### src/rtl/booth_mult_sched.sv
// Round-robin scheduler sharing one sequential signed Booth multiplier among NREQ
// requesters; a watchdog turns a hung engine into an error response.
module booth_mult_sched #(
  parameter int NREQ    = 4,
  parameter int W       = 4,
  parameter int TIMEOUT = 15
) (
  input  logic              clk,
  input  logic              rst_n,
  input  logic [NREQ-1:0]   req,
  input  logic [NREQ*W-1:0] op_m,
  input  logic [NREQ*W-1:0] op_q,
  output logic [NREQ-1:0]   gnt,
  output logic [NREQ-1:0]   resp_valid,
  output logic              resp_err,
  output logic [2*W-1:0]    resp_product,
  output logic              busy,
  output logic              eng_start,
  output logic [W-1:0]      eng_m,
  output logic [W-1:0]      eng_q,
  input  logic              eng_done,
  input  logic [2*W-1:0]    eng_product
);
  localparam int IW = (NREQ > 1) ? $clog2(NREQ) : 1;

  typedef enum logic [1:0] {IDLE, LAUNCH, WAIT, RESP} state_t;

  state_t          state_q, state_d;
  logic [IW-1:0]   rr_ptr_q, rr_ptr_d;
  logic [IW-1:0]   idx_q, idx_d;
  logic [7:0]      cnt_q, cnt_d;
  logic [NREQ-1:0] gnt_q, gnt_d;
  logic [NREQ-1:0] resp_valid_q, resp_valid_d;
  logic            resp_err_q, resp_err_d;
  logic [2*W-1:0]  resp_product_q, resp_product_d;
  logic            busy_q, busy_d;
  logic            eng_start_q, eng_start_d;
  logic [W-1:0]    eng_m_q, eng_m_d;
  logic [W-1:0]    eng_q_q, eng_q_d;
  logic [IW-1:0]   win_idx;

  // First asserted request at or above rr_ptr, wrapping past NREQ-1.
  always_comb begin
    logic          found;
    logic [IW:0]   j;
    found   = 1'b0;
    j       = '0;
    win_idx = '0;
    for (int k = 0; k < NREQ; k++) begin
      j = {1'b0, rr_ptr_q} + (IW+1)'(k);
      if (j >= (IW+1)'(NREQ)) j = j - (IW+1)'(NREQ);
      if (!found && req[j[IW-1:0]]) begin
        found   = 1'b1;
        win_idx = j[IW-1:0];
      end
    end
  end

  always_comb begin
    state_d        = state_q;
    rr_ptr_d       = rr_ptr_q;
    idx_d          = idx_q;
    cnt_d          = cnt_q;
    gnt_d          = '0;
    resp_valid_d   = '0;
    resp_err_d     = resp_err_q;
    resp_product_d = resp_product_q;
    eng_start_d    = 1'b0;
    eng_m_d        = eng_m_q;
    eng_q_d        = eng_q_q;
    case (state_q)
      IDLE: begin
        if (|req) begin
          idx_d       = win_idx;
          eng_m_d     = op_m[win_idx*W +: W];
          eng_q_d     = op_q[win_idx*W +: W];
          gnt_d       = NREQ'(1) << win_idx;
          eng_start_d = 1'b1;
          state_d     = LAUNCH;
        end
      end
      LAUNCH: begin
        cnt_d   = '0;
        state_d = WAIT;
      end
      WAIT: begin
        cnt_d = cnt_q + 8'd1;
        // A completion on the watchdog's final cycle still counts as success.
        if (eng_done) begin
          resp_product_d = eng_product;
          resp_err_d     = 1'b0;
          resp_valid_d   = NREQ'(1) << idx_q;
          state_d        = RESP;
        end else if (cnt_d == 8'(TIMEOUT)) begin
          resp_product_d = '0;
          resp_err_d     = 1'b1;
          resp_valid_d   = NREQ'(1) << idx_q;
          state_d        = RESP;
        end
      end
      RESP: begin
        rr_ptr_d = (idx_q == IW'(NREQ-1)) ? '0 : idx_q + IW'(1);
        state_d  = IDLE;
      end
      default: state_d = IDLE;
    endcase
    busy_d = (state_d != IDLE);
  end

  always_ff @(posedge clk or negedge rst_n) begin
    if (!rst_n) begin
      state_q        <= IDLE;
      rr_ptr_q       <= '0;
      idx_q          <= '0;
      cnt_q          <= '0;
      gnt_q          <= '0;
      resp_valid_q   <= '0;
      resp_err_q     <= 1'b0;
      resp_product_q <= '0;
      busy_q         <= 1'b0;
      eng_start_q    <= 1'b0;
      eng_m_q        <= '0;
      eng_q_q        <= '0;
    end else begin
      state_q        <= state_d;
      rr_ptr_q       <= rr_ptr_d;
      idx_q          <= idx_d;
      cnt_q          <= cnt_d;
      gnt_q          <= gnt_d;
      resp_valid_q   <= resp_valid_d;
      resp_err_q     <= resp_err_d;
      resp_product_q <= resp_product_d;
      busy_q         <= busy_d;
      eng_start_q    <= eng_start_d;
      eng_m_q        <= eng_m_d;
      eng_q_q        <= eng_q_d;
    end
  end

  assign gnt          = gnt_q;
  assign resp_valid   = resp_valid_q;
  assign resp_err     = resp_err_q;
  assign resp_product = resp_product_q;
  assign busy         = busy_q;
  assign eng_start    = eng_start_q;
  assign eng_m        = eng_m_q;
  assign eng_q        = eng_q_q;

endmodule

### config.mk
export PLATFORM = sky130hd
export DESIGN_NAME = booth_mult_sched
export DESIGN_NICKNAME = d
export VERILOG_FILES = /design/src/rtl/booth_mult_sched.sv
export SDC_FILE = /design/constraint.sdc
export NUM_CORES = 1
export LEC_CHECK = 0
export CORE_ASPECT_RATIO = 0.5
export CORE_UTILIZATION = 40
export DETAILED_ROUTE_END_ITERATION = 10
export GPL_ROUTABILITY_DRIVEN = 1
export PLACE_DENSITY = 0.72
export RECOVER_POWER = 25
export SYNTH_ARGS = -nofsm -noshare
export SYNTH_HDL_FRONTEND = slang
export SYNTH_SLANG_ARGS = --single-unit
export TNS_END_PERCENT = 30
### constraint.sdc
create_clock -name clk -period 4.4 [get_ports clk]
set_input_delay 1.1 -clock clk [delete_from_list [all_inputs] [get_ports clk]]
set_output_delay 1.1 -clock clk [all_outputs]
set_load 0.05 [all_outputs]
==> results_tabular.tex <==
\begin{tabular}{lr}
\hline
Metric & Value \\
\hline
\multicolumn{2}{l}{\textbf{Place}} \\
\quad Placer's final routability congestion estimate & 0.835 \\
\quad Buffers on Ports & 73 \\
\quad Detailed Place HPWL & 3.67 mm \\
\multicolumn{2}{l}{\textbf{Cells and area}} \\
\quad Most used cells in the layout excluding fill and tap cells & sky130\_fd\_sc\_hd\_\_clkdlybuf4s50\_1 (72), sky130\_fd\_sc\_hd\_\_dfrtp\_1 (41), sky130\_fd\_sc\_hd\_\_nand2\_1 (28) \\
\quad Final net count & 357 \\
\quad Final core utilization & 61.4\% \\
\quad Fraction of layout cells with a size suffix above 1 & 5.63\% \\
\quad Most common cell after layout, fill and taps aside & sky130\_fd\_sc\_hd\_\_clkdlybuf4s50\_1 \\
\quad Layout fillers & 439 \\
\quad Diodes inserted & 0 \\
\quad Synth-to-layout area growth & 40.4\% \\
\multicolumn{2}{l}{\textbf{Worst hold path}} \\
\quad Instance count along the most critical hold path & 2 \\
\quad Tightest Hold Check Type & flip-flop to flip-flop \\
\multicolumn{2}{l}{\textbf{Timing}} \\
\quad Clock skew after layout & 7.93 ps \\
\quad Final critical-path required period & 3190 ps \\
\quad Number of slew-limit violations in the final report & 42 \\
\quad Final setup violation count & 0 \\
\quad Remaining max-slew budget at the tightest pin & -46.1\% \\
\quad RSZ-0062 raised after global routing & false \\
\quad Fraction of the cycle the final worst path needs & 72.5\% \\
\quad Top achievable clock speed & 313 MHz \\
\quad Transition time at the pin with the least slew margin & 2190 ps \\
\quad Setup TNS & 0 ps \\
\quad Final count of hold timing violations & 0 \\
\multicolumn{2}{l}{\textbf{Critical path}} \\
\quad RR Startpoint & rr\_ptr\_q[1]\$\_DFFE\_PN0N\_ \\
\quad Launching element type of the critical path & primary input \\
\quad Worst R2R End & eng\_m[3]\$\_DFFE\_PN0P\_ \\
\quad Cell class contributing the biggest share of worst-path delay & compound AO/OA/AOI/OAI gates \\
\quad Type of element capturing the critical path & flip-flop \\
\quad Crit-path slowest cell & sky130\_fd\_sc\_hd\_\_o221ai\_2 \\
\quad Required time worst endpoint & 4550 ps \\
\quad Launching instance or port of the critical path & req[1] \\
\quad Critical path, cell by cell & clkdlybuf4s50\_1 > mux2\_2 > o221ai\_2 > mux2i\_1 > o31a\_1 > o21ai\_0 \\
\quad Largest fanout of any net on the critical path & 19 \\
\quad Number of buffers and inverters on the critical path & 1 \\
\quad Worst setup endpoint & eng\_m[3]\$\_DFFE\_PN0P\_ \\
\quad Largest stage delay on the critical path & 920 ps \\
\quad Data arrival time of the critical path & 3340 ps \\
\quad Worst reg2reg path depth & 5 \\
\quad Number of gates on the worst path with buffers counted & 6 \\
\quad Path type of the worst setup path & primary input to flip-flop \\
\quad R2r setup slk & 2020 ps \\
\multicolumn{2}{l}{\textbf{Clock network}} \\
\quad Insertion delay to the later sink of the worst-skew pair & 280 ps \\
\quad Clock tree from TritonCTS & yes \\
\quad CTS root buffer & sky130\_fd\_sc\_hd\_\_clkbuf\_16 \\
\quad Setup bufs post-CTS & 0 \\
\quad Post-cts repair resize count & 0 \\
\quad CTS clk-pin slew, worst paths & 60 ps \\
\quad Number of H-tree branching levels & 2 \\
\quad Post-CTS Hold Buffers & 0 \\
\quad Bufs on Longest Clock Path & 2 \\
\quad Clk sink count & 41 \\
\quad Number of buffers inserted during clock tree synthesis & 5 \\
\multicolumn{2}{l}{\textbf{Detailed routing}} \\
\quad Routed wire length & 5.08 mm \\
\quad Post-route DRC violation count & 0 \\
\quad Average wire per cell in the routed design & 13.7 um \\
\quad Number of nets with antenna violations after detailed routing & 0 \\
\quad Via count & 1950 \\
\quad Vias per cell & 5.24 \\
\quad Violation count after the first detailed-route iteration & 69 \\
\quad Initial DRT Pass Iterations & 4 \\
\multicolumn{2}{l}{\textbf{Synth}} \\
\quad Total of flip-flops plus latches after synthesis & 41 \\
\quad Warning count from the yosys run & 0 \\
\quad Top cells by area, synth & sky130\_fd\_sc\_hd\_\_dfrtp\_1 (45\%), sky130\_fd\_sc\_hd\_\_mux2i\_1 (7.5\%), sky130\_fd\_sc\_hd\_\_ha\_1 (4.9\%) \\
\quad Top-area cell type share of the netlist area & 45.1\% \\
\quad Gate count of the mapped netlist & 235 \\
\quad Number of different library cells in the post-synthesis netlist & 43 \\
\quad Primary FF master, synth & sky130\_fd\_sc\_hd\_\_dfrtp\_1 \\
\quad Async set-or-reset flop fraction in the synthesized netlist & 100\% \\
\quad Cell type contributing the most total cell area after synthesis & sky130\_fd\_sc\_hd\_\_dfrtp\_1 \\
\quad Part of the Yosys area used for sequential elements & 45.1\% \\
\quad Syn Area/Cell & 9.69 um\^{}2 \\
\quad Nets in the synthesized netlist & 291 \\
\quad Synthesized cell area & 0.00228 mm\^{}2 \\
\quad EDFF count, synth & 0 \\
\multicolumn{2}{l}{\textbf{Global route}} \\
\quad Vias in the first global route & 1938 \\
\quad Overflow left after global routing & 0 \\
\quad Initial antenna violation count & 0 \\
\quad Wire length of the first global-routing pass & 8.93 mm \\
\quad Total global-route track usage & 18.6\% \\
\quad Maximum number of pins on one net before global-route repair & 42 \\
\multicolumn{2}{l}{\textbf{Power and ir drop}} \\
\quad Power density relative to cell area & 683 mW/mm\^{}2 \\
\quad Leakage power of the design & 1.44 nW \\
\quad Maximum VDD drop & 0.349 mV \\
\multicolumn{2}{l}{\textbf{Floorplanning}} \\
\quad Die outline area & 0.00602 mm\^{}2 \\
\quad Cell row count & 18 \\
\quad Horizontal extent of the die & 109 um \\
\quad Total core area & 0.00520 mm\^{}2 \\
\quad Boundary Pins & 74 \\
\quad Die Span Y & 55.4 um \\
\quad Initial cell density of the core & 43.8\% \\
\multicolumn{2}{l}{\textbf{Job}} \\
\quad Maximum capacitance violations & 1 \\
\multicolumn{2}{l}{\textbf{Outcome}} \\
\quad Violations in the final reports & max-capacitance violations, max-slew violations \\
\quad Status & finished with violations \\
\hline
\end{tabular}
==> kinds of logic after synthesis <==
logic type               after synthesis  synth area share, %
flip-flops                            41                 45.1
AO/OA/AOI/OAI                         63                 19.9
multiplexers                          20                 8.96
adder cells (fa/ha/maj)                9                 4.95
buffers and inverters                 38                 7.25
XOR/XNOR                               3                 1.15
AND/OR/NAND/NOR                       61                 12.7
==> metrics by stage <==
step                      instances  power [mW]  hold WS (ps)  worst slack, ps  instance area, um^2
after CTS                       372        2.20           551             1210                 3200
after global routing            372        2.33           591              991                 3200
after floorplan                 235        1.43           534             2010                 2280
final                           372        2.18           562             1210                 3200
after global placement          364        1.74           534             1040                 3030
after detailed placement        364        1.77           534              912                 3030
==> metal layers <==
layer	wire (um)	global-route usage, %	up-vias
li1	-	-	959
met1	2300	23.5	937
met2	2500	32.7	50
met3	237	3.90	4
met4	43	4.05	0
met5	0	0	-
==> tightest hold or removal path, cell delays in order (launching register included) <==
cell	delay [ps]
sky130_fd_sc_hd__dfrtp_1	350
sky130_fd_sc_hd__a31oi_1	50
sky130_fd_sc_hd__a21oi_1	120
==> how the worst min path moves through the flow <==
stage / slack, ps / to / startpoint
after CTS: 550 / resp_err$_DFFE_PN0P_ / resp_err$_DFFE_PN0P_
after global placement: 530 / resp_err$_DFFE_PN0P_ / resp_err$_DFFE_PN0P_
after detailed placement: 530 / resp_err$_DFFE_PN0P_ / resp_err$_DFFE_PN0P_
after floorplan: 530 / cnt_q[5]$_DFFE_PN0P_ / cnt_q[5]$_DFFE_PN0P_
after global routing: 590 / resp_product[2]$_DFFE_PN0P_ / resp_product[2]$_DFFE_PN0P_
final: 560 / resp_err$_DFFE_PN0P_ / resp_err$_DFFE_PN0P_
==> power breakdown <==
part           internal (mW)  total [mW]  switching (mW)
sequential             0.511       0.599          0.0880
combinational          0.428        1.16           0.735
clock                  0.283       0.422           0.139
==> cell usage after synthesis (3+ instances only) <==
cell type	n
sky130_fd_sc_hd__ha_1	9
sky130_fd_sc_hd__nand2_1	28
sky130_fd_sc_hd__mux2i_1	17
sky130_fd_sc_hd__mux2_2	3
sky130_fd_sc_hd__and3_1	3
sky130_fd_sc_hd__dfrtp_1	41
sky130_fd_sc_hd__o211ai_1	9
sky130_fd_sc_hd__clkbuf_1	8
sky130_fd_sc_hd__a21oi_1	3
sky130_fd_sc_hd__buf_4	3
sky130_fd_sc_hd__o21ai_0	17
sky130_fd_sc_hd__a31oi_1	3
sky130_fd_sc_hd__inv_1	23
sky130_fd_sc_hd__nand3_1	10
sky130_fd_sc_hd__buf_2	3
sky130_fd_sc_hd__nor2_1	9
sky130_fd_sc_hd__a211o_1	8
sky130_fd_sc_hd__o31a_1	8
==> area by class of cell <==
type | count | area (um^2) | share of cell area (%)
inverter | 23 | 86.3 | 2.70
timing repair buffer | 74 | 732 | 22.9
clock buffer | 7 | 143 | 4.46
sequential | 41 | 1030 | 32.1
multi-input combinational | 156 | 1090 | 34.2
clock inverter | 1 | 30.0 | 0.939
tap | 70 | 87.6 | 2.74
==> sequential cells by signal, indices dropped and copies added (netlist names) <==
signal	count
resp_product	8
rr_ptr_q	2
cnt_q	8
eng_m	4
resp_err	1
state_q	2
resp_valid	4
idx_q	2
eng_q	4
eng_start	1
busy	1
gnt	4
Power figures use the tool's default switching activity.
